===== config.mk =====
export PLATFORM = sky130hd
export DESIGN_NAME = csr_initiator
export DESIGN_NICKNAME = d
export VERILOG_FILES = /design/src/rtl/csr_initiator.sv
export SDC_FILE = /design/constraint.sdc
export NUM_CORES = 1
export LEC_CHECK = 0
export ABC_AREA = 1
export CORE_ASPECT_RATIO = 0.8
export CORE_MARGIN = 3
export CORE_UTILIZATION = 30
export CTS_BUF_LIST = sky130_fd_sc_hd__clkbuf_2 sky130_fd_sc_hd__clkbuf_4 sky130_fd_sc_hd__clkbuf_8
export DETAILED_ROUTE_END_ITERATION = 6
export PLACE_DENSITY = 0.58
export SETUP_SLACK_MARGIN = 0.05
export SLEW_MARGIN = 20
export SYNTH_ARGS = -nofsm -noshare
export SYNTH_HDL_FRONTEND = slang
export SYNTH_SLANG_ARGS = --single-unit

===== constraint.sdc =====
create_clock -name clk -period 2 [get_ports clk]
set_input_delay 0.4 -clock clk [delete_from_list [all_inputs] [get_ports clk]]
set_output_delay 0.4 -clock clk [all_outputs]
set_load 0.1 [all_outputs]

===== src/rtl/csr_initiator.sv =====
// Bus-master for the sensor CSR bus: writes a boot configuration after reset, then
// serves host commands one at a time, rejecting illegal control-register writes.
module csr_initiator #(
  parameter int unsigned ADDR_W        = 8,
  parameter int unsigned DATA_W        = 32,
  parameter bit          INIT_EN       = 1'b1,
  parameter logic [15:0] INIT_FFT_SIZE = 16'd1024,
  parameter logic [15:0] INIT_THRESH   = 16'd100,
  parameter logic        INIT_ENABLE   = 1'b0
) (
  input  logic              clk,
  input  logic              rst_n,
  input  logic              cmd_valid,
  output logic              cmd_ready,
  input  logic              cmd_we,
  input  logic [ADDR_W-1:0] cmd_addr,
  input  logic [DATA_W-1:0] cmd_wdata,
  output logic              rsp_valid,
  input  logic              rsp_ready,
  output logic [DATA_W-1:0] rsp_rdata,
  output logic              rsp_err,
  output logic              csr_cs,
  output logic              csr_we,
  output logic [ADDR_W-1:0] csr_addr,
  output logic [DATA_W-1:0] csr_wdata,
  input  logic [DATA_W-1:0] csr_rdata,
  output logic              init_done,
  output logic [7:0]        rej_cnt
);

  localparam logic [ADDR_W-1:0] ADDR_CTRL = ADDR_W'(0);
  localparam logic [ADDR_W-1:0] ADDR_FFT  = ADDR_W'(4);
  localparam logic [ADDR_W-1:0] ADDR_THR  = ADDR_W'(8);

  typedef enum logic [1:0] {S_INIT, S_IDLE, S_ISSUE, S_RESP} state_t;

  state_t            r_state;
  logic [1:0]        r_step;
  logic              r_cmd_ready;
  logic              r_rsp_valid;
  logic [DATA_W-1:0] r_rsp_rdata;
  logic              r_rsp_err;
  logic              r_csr_cs;
  logic              r_csr_we;
  logic [ADDR_W-1:0] r_csr_addr;
  logic [DATA_W-1:0] r_csr_wdata;
  logic              r_init_done;
  logic [7:0]        r_rej_cnt;

  logic [ADDR_W-1:0] w_init_addr;
  logic [DATA_W-1:0] w_init_data;
  logic [15:0]       w_v;
  logic              w_fft_ok;
  logic              w_reject;

  // Boot write sequence: FFT size, threshold, then enable last.
  always_comb begin
    w_init_addr = ADDR_CTRL;
    w_init_data = '0;
    case (r_step)
      2'd0: begin
        w_init_addr = ADDR_FFT;
        w_init_data = DATA_W'(INIT_FFT_SIZE);
      end
      2'd1: begin
        w_init_addr = ADDR_THR;
        w_init_data = DATA_W'(INIT_THRESH);
      end
      default: begin
        w_init_addr = ADDR_CTRL;
        w_init_data = DATA_W'(INIT_ENABLE);
      end
    endcase
  end

  // FFT size must be a power of two in 16..32768; threshold must fit in 15 bits.
  assign w_v      = cmd_wdata[15:0];
  assign w_fft_ok = (w_v != 16'd0) && ((w_v & (w_v - 16'd1)) == 16'd0) && (w_v >= 16'd16);
  assign w_reject = (cmd_addr[1:0] != 2'b00) ||
                    (cmd_we && (cmd_addr == ADDR_FFT) && !w_fft_ok) ||
                    (cmd_we && (cmd_addr == ADDR_THR) && (w_v > 16'h7FFF));

  always_ff @(posedge clk or negedge rst_n) begin
    if (!rst_n) begin
      r_state     <= S_INIT;
      r_step      <= 2'd0;
      r_cmd_ready <= 1'b0;
      r_rsp_valid <= 1'b0;
      r_rsp_rdata <= '0;
      r_rsp_err   <= 1'b0;
      r_csr_cs    <= 1'b0;
      r_csr_we    <= 1'b0;
      r_csr_addr  <= '0;
      r_csr_wdata <= '0;
      r_init_done <= 1'b0;
      r_rej_cnt   <= 8'd0;
    end else begin
      case (r_state)
        S_INIT: begin
          if (!INIT_EN || (r_step == 2'd3)) begin
            r_csr_cs    <= 1'b0;
            r_csr_we    <= 1'b0;
            r_csr_addr  <= '0;
            r_csr_wdata <= '0;
            r_init_done <= 1'b1;
            r_cmd_ready <= 1'b1;
            r_state     <= S_IDLE;
          end else begin
            r_csr_cs    <= 1'b1;
            r_csr_we    <= 1'b1;
            r_csr_addr  <= w_init_addr;
            r_csr_wdata <= w_init_data;
            r_step      <= r_step + 2'd1;
          end
        end
        S_IDLE: begin
          if (cmd_valid) begin
            r_cmd_ready <= 1'b0;
            if (w_reject) begin
              r_rsp_valid <= 1'b1;
              r_rsp_err   <= 1'b1;
              r_rsp_rdata <= '0;
              if (r_rej_cnt != 8'hFF) r_rej_cnt <= r_rej_cnt + 8'd1;
              r_state     <= S_RESP;
            end else begin
              r_csr_cs    <= 1'b1;
              r_csr_we    <= cmd_we;
              r_csr_addr  <= cmd_addr;
              r_csr_wdata <= cmd_wdata;
              r_state     <= S_ISSUE;
            end
          end
        end
        S_ISSUE: begin
          r_csr_cs    <= 1'b0;
          r_csr_we    <= 1'b0;
          r_csr_addr  <= '0;
          r_csr_wdata <= '0;
          r_rsp_valid <= 1'b1;
          r_rsp_err   <= 1'b0;
          r_rsp_rdata <= r_csr_we ? '0 : csr_rdata;
          r_state     <= S_RESP;
        end
        S_RESP: begin
          if (rsp_ready) begin
            r_rsp_valid <= 1'b0;
            r_rsp_err   <= 1'b0;
            r_rsp_rdata <= '0;
            r_cmd_ready <= 1'b1;
            r_state     <= S_IDLE;
          end
        end
        default: r_state <= S_IDLE;
      endcase
    end
  end

  assign cmd_ready = r_cmd_ready;
  assign rsp_valid = r_rsp_valid;
  assign rsp_rdata = r_rsp_rdata;
  assign rsp_err   = r_rsp_err;
  assign csr_cs    = r_csr_cs;
  assign csr_we    = r_csr_we;
  assign csr_addr  = r_csr_addr;
  assign csr_wdata = r_csr_wdata;
  assign init_done = r_init_done;
  assign rej_cnt   = r_rej_cnt;

endmodule

==> results.sh <==
export IMPL_final_cell_mix="242 x nand2_1, 132 x buf_4, 87 x inv_1, 84 x dfrtp_1, 80 x nand3_1"
export IMPL_fp_dieH_um=119
export IMPL_synth_area_per_cell_um2=7.26
export IMPL_diodes=0
export IMPL_start_util_pct=31.2
export IMPL_maxCapViolations=0
export IMPL_min_from="cmd_wdata[4]"
export IMPL_vias_per_cell=4.38
export IMPL_grt_pass1_vias=4549
export IMPL_drtIter0Drc=265
export IMPL_cts_inserted_buffers=9
export IMPL_worstHoldPathCells=5
export IMPL_area_growth_pct=52.9
export IMPL_nets=954
export IMPL_cts_max_path_buffers=2
export IMPL_antenna_found_initial=0
export IMPL_drive_gt1_share_pct=24.7
export IMPL_grt_usage_pct=16.8
export IMPL_synthDistinctLibCells=31
export IMPL_grt_first_pass_wirelength_mm=23.7
export IMPL_dieWidth_um=147
export IMPL_worst_ep_arrival_time_ns=2.16
export IMPL_synth_nets=744
export IMPL_startpoint_type="input port"
export IMPL_setup_slack_ns=0.111
export IMPL_endpoint_kind="register"
export IMPL_r2r_start="r_state[1]"
export IMPL_placement_io_buffers=162
export IMPL_post_route_drc_count=0
export IMPL_hold_viol=0
export IMPL_overflow=0
export IMPL_clk_pin_slew_ns=0.10
export IMPL_min_period_ns=1.89
export IMPL_fin_skew_ns=0.0101
export IMPL_ant_nets=0
export IMPL_layout_commonest_cell="nand2_1"
export IMPL_htreeDepth=3
export IMPL_firstDrtPassIters=4
export IMPL_period_share_pct=94.5
export IMPL_rrSetupSlack_ns=0.20
export IMPL_relSlewSlack_pct=74.6
export IMPL_required_ns=2.27
export IMPL_wirelength_mm=15.2
export IMPL_hold_path_class="in2reg"
export IMPL_p_leak_nw=4.23
export IMPL_grt_max_degree=46
export IMPL_ff2ff_path_depth=8
export IMPL_clk_latency_ns=0.38
export IMPL_fin_tns_setup_ns=0
export IMPL_peakVddDrop_v=0.00101
export IMPL_place_ws_ns=-0.544
export IMPL_detail_route_wl_per_cell_um=14.1
export IMPL_cp_max_fo=6
export IMPL_fmaxAchievable_mhz=529
export IMPL_worstSetupPathType="in2reg"
export IMPL_setup_violations=0
export IMPL_dieArea_um2=17500
export IMPL_postSynthCellCount=659
export IMPL_tightestPinTransition_ns=0.382
export IMPL_whs_endpoint="csr_wdata[4]"
export IMPL_worst_r2r_endpoint="csr_wdata[18]"
export IMPL_cts_tree="built"
export IMPL_rows=40
export IMPL_synth_seq_cells=90
export IMPL_gp_congestion=0.816
export IMPL_synth_warnings=0
export IMPL_syn_area_um2=4780
export IMPL_ios=163
export IMPL_design_core_area_um2=15300
export IMPL_synth_seq_area_share_pct=47.1
export IMPL_cts_sinks=90
export IMPL_rsz0062_at_grt="false"
export IMPL_slew_violations=0
export IMPL_hpwl_mm=10.3
export IMPL_power_per_cell_area_nw_per_um2=1720
export IMPL_cts_root_buffer="clkbuf_8"
export IMPL_status="completed"
export IMPL_vias=4752
==> flip-flops by register name (all words and copies together) (netlist names) <==
name and flops:
rej_cnt 8, csr_wdata 32, rsp_err 1, csr_we 1, rsp_valid 1, r_step 2, r_state 2, csr_cs 1
rsp_rdata 32, csr_addr 8, init_done 1, cmd_ready 1
==> report_power, final <==
part | internal [W] | switching [W]
clock network | 0.000587 | 0.000725
logic | 0.00231 | 0.00624
registers | 0.00238 | 0.000365
==> per-layer routing <==
layer | vias up | wire length, um | GRT usage (%)
li1 | 2436 | - | -
met1 | 2167 | 7810 | 24.5
met2 | 134 | 6510 | 25.2
met3 | 15 | 760 | 4.11
met4 | 0 | 157 | 3.73
met5 | - | 0 | 0
==> stage by stage <==
stage,cells,hold WS (ns),total power [W],area (um^2),utilization (%)
2_1_floorplan,659,0.104,0.00861,4800,-
3_3_place_gp,1045,0.340,0.0106,6720,43.9
3_5_place_dp,1045,0.338,0.0107,6720,43.9
4_1_cts,1077,0.455,0.0123,7140,46.6
5_1_grt,1084,0.409,0.0134,7310,47.8
6_report,1084,0.399,0.0126,7310,47.8
==> area by class of cell <==
type | instances | area, um^2
Multi-Input combinational cell | 445 | 2130
Fill cell | 1581 | 8000
Sequential cell | 90 | 2260
Tap cell | 210 | 263
Timing Repair Buffer | 227 | 2100
Clock inverter | 7 | 76.3
Clock buffer | 9 | 124
Inverter | 96 | 360
==> critical path, cell delays in order <==
cell and delay (ns):
clkdlybuf4s50_1 0.40, or2_4 0.26, nor4_2 0.22, buf_4 0.15, nand2_2 0.08, nand2_4 0.10
nand2_8 0.08, buf_12 0.17, clkbuf_16 0.16, nand3_1 0.07, nand2_1 0.07
==> worst max path at each step <==
stage,startpoint,to,cells after the start
floorplan,rej_cnt[0],rej_cnt[6],7
global placement,cmd_wdata[4],rsp_rdata[15],14
detailed placement,cmd_wdata[4],rsp_rdata[1],14
CTS,cmd_wdata[11],rej_cnt[3],15
global route,cmd_wdata[10],csr_wdata[18],16
finish,cmd_addr[1],csr_wdata[18],11
==> cells by family after synthesis <==
group                      Yosys count  share of synthesized area, %
AOI/OAI and AO/OA                   18                          2.22
xor gates and xnor gates             7                          1.28
adders and majority gates            8                          2.09
buffers and inverters              125                          11.3
DFF                                 90                          47.1
and+or+nand+nor                    411                          36.0
==> Yosys cell counts <==
library cell	count	area, um^2
nand2_1	243	912
dfrtp_1	90	2250
inv_1	90	338
nand3_1	84	420
nor2_1	63	236
clkbuf_1	11	41.3
ha_1	8	100
nand4_1	8	50.1
buf_6	7	78.8
o21ai_0	6	30.0
xor2_1	6	52.6
inv_2	5	18.8
buf_2	4	20.0
buf_4	4	30.0
nand2_4	4	45.0
o22ai_1	4	25.0
a21boi_0	3	22.5
buf_1	3	11.3
nor2_2	3	18.8
a21oi_1	2	10.0
a21o_1	1	7.51
a31oi_1	1	6.26
clkinv_1	1	3.75
nand2_2	1	6.26
nand3_2	1	10.0
nor3_1	1	5.00
nor4_1	1	6.26
o21ai_1	1	5.00
or2_0	1	6.26
or2_2	1	6.26
xnor2_1	1	8.76
==> what timing repair did <==
| item | CTS | global route |
|---|---|---|
| pin swaps | 12 | 27 |
| resized for setup | 33 | 41 |
| setup endpoints to repair | 76 | 85 |
| buffers inserted | 13 | 1 |
| endpoints found under the hold margin | 23 | 0 |
| hold buffers | 1 | 0 |
| cloned | 2 | 6 |
No activity file was read; power rests on OpenSTA's default activity.
